### config.mk
export PLATFORM = sky130hd
export DESIGN_NAME = player_key_decoder
export DESIGN_NICKNAME = d
export VERILOG_FILES = /design/src/rtl/game_pkg.sv /design/src/rtl/player_key_decoder.sv
export SDC_FILE = /design/constraint.sdc
export NUM_CORES = 1
export LEC_CHECK = 0
export ABC_AREA = 1
export BUFFER_PORTS_ARGS = -buffer_cell sky130_fd_sc_hd__buf_4
export CAP_MARGIN = 20
export CORE_AREA = 2 2 83 65
export DETAILED_ROUTE_END_ITERATION = 7
export DIE_AREA = 0 0 85 67
export PLACE_DENSITY_LB_ADDON = 0.05
export SLEW_MARGIN = 20
export SYNTH_ARGS = -nofsm -noshare
export SYNTH_HDL_FRONTEND = slang
export SYNTH_SLANG_ARGS = --single-unit
### constraint.sdc
create_clock -name clk -period 1.66 [get_ports clk]
set_clock_uncertainty 0.2 [all_clocks]
set_input_delay 0.166 -clock clk [delete_from_list [all_inputs] [get_ports clk]]
set_output_delay 0.166 -clock clk [all_outputs]
set_load 0.1 [all_outputs]
### src/rtl/game_pkg.sv
// Scancode constants, decoder state encoding and key-match helper shared by the player input logic.
package game_pkg;

    localparam logic [7:0] PS2_EXT     = 8'hE0;
    localparam logic [7:0] PS2_BRK     = 8'hF0;
    localparam logic [7:0] PS2_BAT     = 8'hAA;
    localparam logic [7:0] PS2_ACK     = 8'hFA;
    localparam logic [7:0] PS2_RESEND  = 8'hFE;
    localparam logic [7:0] ARROW_LEFT  = 8'h6B;
    localparam logic [7:0] ARROW_RIGHT = 8'h74;
    localparam logic [7:0] ARROW_UP    = 8'h75;

    typedef enum logic [1:0] {
        ST_IDLE    = 2'd0,
        ST_EXT     = 2'd1,
        ST_BRK     = 2'd2,
        ST_EXT_BRK = 2'd3
    } dec_state_t;

    // One-hot match of a code against a binding; bit0 left, bit1 right, bit2 jump.
    function automatic logic [2:0] key_mask(input logic [7:0] code,
                                            input logic [7:0] k_left,
                                            input logic [7:0] k_right,
                                            input logic [7:0] k_jump);
        key_mask = {code == k_jump, code == k_right, code == k_left};
    endfunction

endpackage

### src/rtl/player_key_decoder.sv
// PS/2 set-2 scancode to held-key levels (left/right/jump) plus a one-shot reset request.
// Optional ARROW_KEYS_EN: E0 6B/74/75 arrows also drive left/right/jump via separate state bits.
module player_key_decoder
    import game_pkg::*;
#(
    parameter logic [7:0]  KEY_LEFT       = 8'h1C,
    parameter logic [7:0]  KEY_RIGHT      = 8'h23,
    parameter logic [7:0]  KEY_JUMP       = 8'h1D,
    parameter logic [7:0]  KEY_RESET      = 8'h2D,
    parameter int unsigned PREFIX_TIMEOUT = 2_000_000
) (
    input  logic       clk,
    input  logic       rst,
    input  logic [7:0] rx_data,
    input  logic       rx_valid,
    output logic       left,
    output logic       right,
    output logic       jump,
    output logic       reset_req
);

    localparam int CNT_W = ($clog2(PREFIX_TIMEOUT) > 0) ? $clog2(PREFIX_TIMEOUT) : 1;
    localparam logic [CNT_W-1:0] CNT_LAST = CNT_W'(PREFIX_TIMEOUT - 1);

    dec_state_t       state_q, state_d;
    logic [CNT_W-1:0] cnt_q, cnt_d;
    logic [2:0]       letter_q, letter_d;
    logic             held_q, held_d;
    logic             req_d;
    logic [2:0]       key_nxt;
    logic [2:0]       letter_mask;

    assign letter_mask = key_mask(rx_data, KEY_LEFT, KEY_RIGHT, KEY_JUMP);

`ifdef ARROW_KEYS_EN
    logic [2:0] arrow_q, arrow_d;
    logic [2:0] arrow_mask;
    assign arrow_mask = key_mask(rx_data, ARROW_LEFT, ARROW_RIGHT, ARROW_UP);
    assign key_nxt    = letter_d | arrow_d;
`else
    assign key_nxt    = letter_d;
`endif

    always_comb begin
        state_d  = state_q;
        cnt_d    = '0;
        letter_d = letter_q;
        held_d   = held_q;
        req_d    = 1'b0;
`ifdef ARROW_KEYS_EN
        arrow_d  = arrow_q;
`endif
        if (rx_valid) begin
            if (rx_data == PS2_BAT) begin
                // Keyboard hot-plug: forget everything held.
                letter_d = '0;
                held_d   = 1'b0;
                state_d  = ST_IDLE;
`ifdef ARROW_KEYS_EN
                arrow_d  = '0;
`endif
            end else begin
                case (state_q)
                    ST_IDLE: begin
                        if (rx_data == PS2_EXT) begin
                            state_d = ST_EXT;
                        end else if (rx_data == PS2_BRK) begin
                            state_d = ST_BRK;
                        end else if (rx_data != PS2_ACK && rx_data != PS2_RESEND) begin
                            letter_d = letter_q | letter_mask;
                            if (rx_data == KEY_RESET && !held_q) begin
                                req_d  = 1'b1;
                                held_d = 1'b1;
                            end
                        end
                    end
                    ST_EXT: begin
                        if (rx_data == PS2_BRK) begin
                            state_d = ST_EXT_BRK;
                        end else begin
`ifdef ARROW_KEYS_EN
                            arrow_d = arrow_q | arrow_mask;
`endif
                            state_d = ST_IDLE;
                        end
                    end
                    ST_BRK: begin
                        letter_d = letter_q & ~letter_mask;
                        if (rx_data == KEY_RESET) held_d = 1'b0;
                        state_d  = ST_IDLE;
                    end
                    default: begin
`ifdef ARROW_KEYS_EN
                        arrow_d = arrow_q & ~arrow_mask;
`endif
                        state_d = ST_IDLE;
                    end
                endcase
            end
        end else if (state_q != ST_IDLE) begin
            // A stalled prefix is abandoned so a lost byte cannot wedge the decoder.
            if (cnt_q == CNT_LAST) state_d = ST_IDLE;
            else                   cnt_d   = cnt_q + CNT_W'(1);
        end
    end

    always_ff @(posedge clk) begin
        if (rst) begin
            state_q   <= ST_IDLE;
            cnt_q     <= '0;
            letter_q  <= '0;
            held_q    <= 1'b0;
            left      <= 1'b0;
            right     <= 1'b0;
            jump      <= 1'b0;
            reset_req <= 1'b0;
`ifdef ARROW_KEYS_EN
            arrow_q   <= '0;
`endif
        end else begin
            state_q   <= state_d;
            cnt_q     <= cnt_d;
            letter_q  <= letter_d;
            held_q    <= held_d;
            left      <= key_nxt[0];
            right     <= key_nxt[1];
            jump      <= key_nxt[2];
            reset_req <= req_d;
`ifdef ARROW_KEYS_EN
            arrow_q   <= arrow_d;
`endif
        end
    end

endmodule

==> metrics.log <==
[metrics] most frequent cells in the layout: 64 x sky130_fd_sc_hd__nand2_1, 37 x sky130_fd_sc_hd__inv_1, 37 x sky130_fd_sc_hd__nor2_1
[metrics] mean instance size in the synthesized netlist: 6.47 um^2
[metrics] placed insts: 340
[metrics] mux contribution to synthesized area: 0%
[metrics] share of synthesized cell area in and, or, nand and nor gates: a little under half
[metrics] maximum achievable frequency: approximately 630 MHz
[metrics] number of buffers created by CTS: 3
[metrics] DR vias/cell: approximately 4.6
[metrics] first-pass iteration count of the detailed router: 4
[metrics] Cell variety after synth: 27
[metrics] top_reg_cell synth: sky130_fd_sc_hd__dfxtp_1
[metrics] XOR/XNOR share of the synthesized area: 4.18%
[metrics] sum of negative setup slack: 0 ns
[metrics] kind of critical path: reg -> reg
[metrics] r2r setup slk: between 0.07 and 0.08 ns
[metrics] die width: 85 um
[metrics] maximum resistive drop on vdd: 327 uV
[metrics] startpoint type of the worst setup path: flip-flop
[metrics] maximum net fanout on the critical path: 5
[metrics] Max-Slew Margin vs Limit: 79.5%
[metrics] Post-Synthesis Net Count: about 270
[metrics] layout cell share with drive strength beyond 1: a little over a fifth
[metrics] # DRC: 0
[metrics] most common cell after layout, fill and taps aside: sky130_fd_sc_hd__nand2_1
[metrics] floorplan core area: 4820 um^2
[metrics] final weighted congestion in routability-driven placement: 0.818
[metrics] portion of the clock cycle consumed by the worst path in the final layout: around 95%
[metrics] transition time at the pin with the least slew margin: 0.307 ns
[metrics] Largest stage delay, worst path: 0.34 ns
[metrics] synthesized-area fraction occupied by adder cells: less than 1%
[metrics] number of buffer cells added on primary ports: 14
[metrics] Worst Setup End Kind: flip-flop
[metrics] required time of the critical path: 1.64 ns
[metrics] overall die area: 5700 um^2
[metrics] DR iter-0 viols: around 90
[metrics] clock latency on the worst-skew pair: 0.28 ns
[metrics] critical path buffer and inverter count: 0
[metrics] Num Clock Sinks: 28
[metrics] synthesis warning total: 0
[metrics] DIE HEIGHT: between 60 and 70 um
[metrics] Synth Instances: approximately 260
[metrics] global-route congestion overflow total: 0
[metrics] clk root buf: sky130_fd_sc_hd__clkbuf_8
[metrics] setup-violating endpoint count in the final report: 0
[metrics] arrival time reported for the critical path endpoint: around 1.6 ns
[metrics] slowest cell on the critical path: sky130_fd_sc_hd__dfxtp_2
[metrics] via count: 1610
[metrics] starting density of the core: 34.8%
[metrics] LEAKAGE: 0.844 nW
[metrics] total length of routed wires: between 4000 and 5000 um
[metrics] sequential area share after synthesis: about a third
[metrics] count of fill cells added during filler insertion: between 500 and 600
[metrics] met2 track demand over resource in global routing: between 15 and 20%
[metrics] HPWL after detailed placement: 3090 um
[metrics] share of flip-flops with an asynchronous set or reset after synthesis: 0%
[metrics] number of antenna violations at the first check in global routing: 0
[metrics] M1 GR Usage: 24.6%
[metrics] final slew viol count: 0
[metrics] non-filler instance count after layout: 351
[metrics] Reg clk slew, reported paths: ~0.10 ns
[metrics] final hold vios: 0
[metrics] global-route wire length before repair: ~6500 um
[metrics] TritonCTS clock tree: done
[metrics] RSZ-0062 raised after global routing: true
[metrics] wire length per cell after detailed routing: 11.4 um
[metrics] met3 Use GR: between 3 and 4%
[metrics] time the worst path needs with I/O delays and setup: about 1.6 ns
[metrics] run status: finished, final reports clean
[metrics] maximum clock path buffer count: 2
[metrics] power density over the cells: 564 nW/um^2
[metrics] Cell Area, Synth: about 1700 um^2
[metrics] Final nets: about 300
[metrics] grt peak-use layer: met1
[metrics] I/O pin cnt: 15
[metrics] critical path's most frequent cell: sky130_fd_sc_hd__nor2_4
[metrics] min-delay worst type: in -> reg
[metrics] compound-gate portion of the synthesized area: between 6 and 7%
[metrics] maximum number of pins on one net before global-route repair: 22
[metrics] Total Routing Usage GR: 14.5%
[metrics] number of rows in the core area: 22
[metrics] max-cap viol count: 0
[metrics] Final Hold Slack: 0.0592 ns
[metrics] dominant delay contributor by cell family on the critical path: simple AND/OR/NAND/NOR gates
[metrics] CP cell instances: ha_2, nand3_4, nor2_4, nand2_4, nor2_4, nand3_2, xor2_2, nor2_2
[metrics] number of antenna cells inserted: 0
[metrics] H-tree levels: 1
[metrics] number of global-route vias before repair: ~1300
[metrics] flops & latches, synth: 28
[metrics] remaining antenna violation count after routing: 0
[metrics] Synth-to-Final Area Change: 26.1%
[metrics] main combinational cell family by area after synthesis: simple AND/OR/NAND/NOR gates
[metrics] number of enable flip-flop cells after synthesis: 0
-- logic make-up after synthesis --
kind of cell / after synthesis
fa+ha+maj: 1
flops: 28
xor+xnor: 8
compound gates: 19
simple gates: 164
buf+inv: 39
-- synth_stat cells (3+ instances only) --
| cell | count | area share, % |
|---|---|---|
| sky130_fd_sc_hd__a21oi_1 | 12 | 3.6 |
| sky130_fd_sc_hd__dfxtp_1 | 28 | 33 |
| sky130_fd_sc_hd__inv_1 | 37 | 8.3 |
| sky130_fd_sc_hd__nand2_1 | 66 | 15 |
| sky130_fd_sc_hd__nand2_2 | 3 | 1.1 |
| sky130_fd_sc_hd__nand3_1 | 18 | 5.4 |
| sky130_fd_sc_hd__nand3_2 | 4 | 2.4 |
| sky130_fd_sc_hd__nand3b_1 | 3 | 1.3 |
| sky130_fd_sc_hd__nand4_1 | 4 | 1.5 |
| sky130_fd_sc_hd__nor2_1 | 39 | 8.7 |
| sky130_fd_sc_hd__nor2_2 | 4 | 1.5 |
| sky130_fd_sc_hd__nor3_1 | 11 | 3.3 |
| sky130_fd_sc_hd__o21ai_0 | 6 | 1.8 |
| sky130_fd_sc_hd__xnor2_1 | 4 | 2.1 |
| sky130_fd_sc_hd__xor2_1 | 4 | 2.1 |
-- where the power goes --
part | switching, mW | internal (mW)
clock network | 0.219 | 0.213
registers | 0.000485 | 0.672
logic | 0.0491 | 0.0401
total | 0.269 | 0.924
-- worst paths after layout --
check,to,depth (start not counted),from
worst min register to register,letter_q[0]$_SDFFE_PP0P_,2,letter_q[0]$_SDFFE_PP0P_
worst max-delay path,cnt_q[18]$_SDFF_PP0_,8,cnt_q[0]$_SDFF_PP0_
worst max register to register,cnt_q[18]$_SDFF_PP0_,8,cnt_q[0]$_SDFF_PP0_
worst min-delay path,reset_req$_SDFF_PP0_,3,rx_data[0]
-- metal layers --
layer	wire, um	vias up
li1	-	881
met3	203	2
met2	1410	31
met1	2390	696
met4	8	0
met5	0	-
-- state kept, by name, summed over array words and instances, names as in the netlist --
| signal | cells |
|---|---|
| cnt_q | 21 |
| state_q | 2 |
| letter_q | 2 |
| held_q | 1 |
| reset_req | 1 |
| jump | 1 |
-- layout make-up --
type | instances | area [um^2] | share of cell area [%]
multi-input combinational | 192 | 1020 | 48.4
sequential | 28 | 568 | 26.9
timing repair buffer | 30 | 253 | 12.0
inverter | 37 | 139 | 6.57
tap | 60 | 75.1 | 3.55
clock buffer | 4 | 55.1 | 2.61
-- per-stage QoR --
stage / total power [mW] / setup WS, ns / area [um^2] / util, %
after global routing: 1.25 / -0.0274 / 2110 / 43.9
after global placement: 0.765 / 0.0252 / 1930 / 40.0
after detailed placement: 0.764 / -0.00796 / 1930 / 40.0
after floorplan: 0.728 / 0.0516 / 1680 / -
final: 1.19 / 0.0785 / 2110 / 43.9
after CTS: 1.21 / 0.0204 / 2040 / 42.4
-- repair_timing --
item / in CTS / in global routing
setup endpoints to repair: 0 / 10
setup buffers: 0 / 1
hold buffers: 6 / 0
hold endpoints to repair: 3 / 0
gates resized for setup: 0 / 19
-- worst register-to-register path, stage by stage, from the launching register on --
cell                      delay [ns]
sky130_fd_sc_hd__dfxtp_2        0.34
sky130_fd_sc_hd__ha_2           0.21
sky130_fd_sc_hd__nand3_4        0.10
sky130_fd_sc_hd__nor2_4         0.17
sky130_fd_sc_hd__nand2_4        0.09
sky130_fd_sc_hd__nor2_4         0.11
sky130_fd_sc_hd__nand3_2        0.09
sky130_fd_sc_hd__xor2_2         0.15
sky130_fd_sc_hd__nor2_2         0.04
Power figures use the tool's default switching activity.
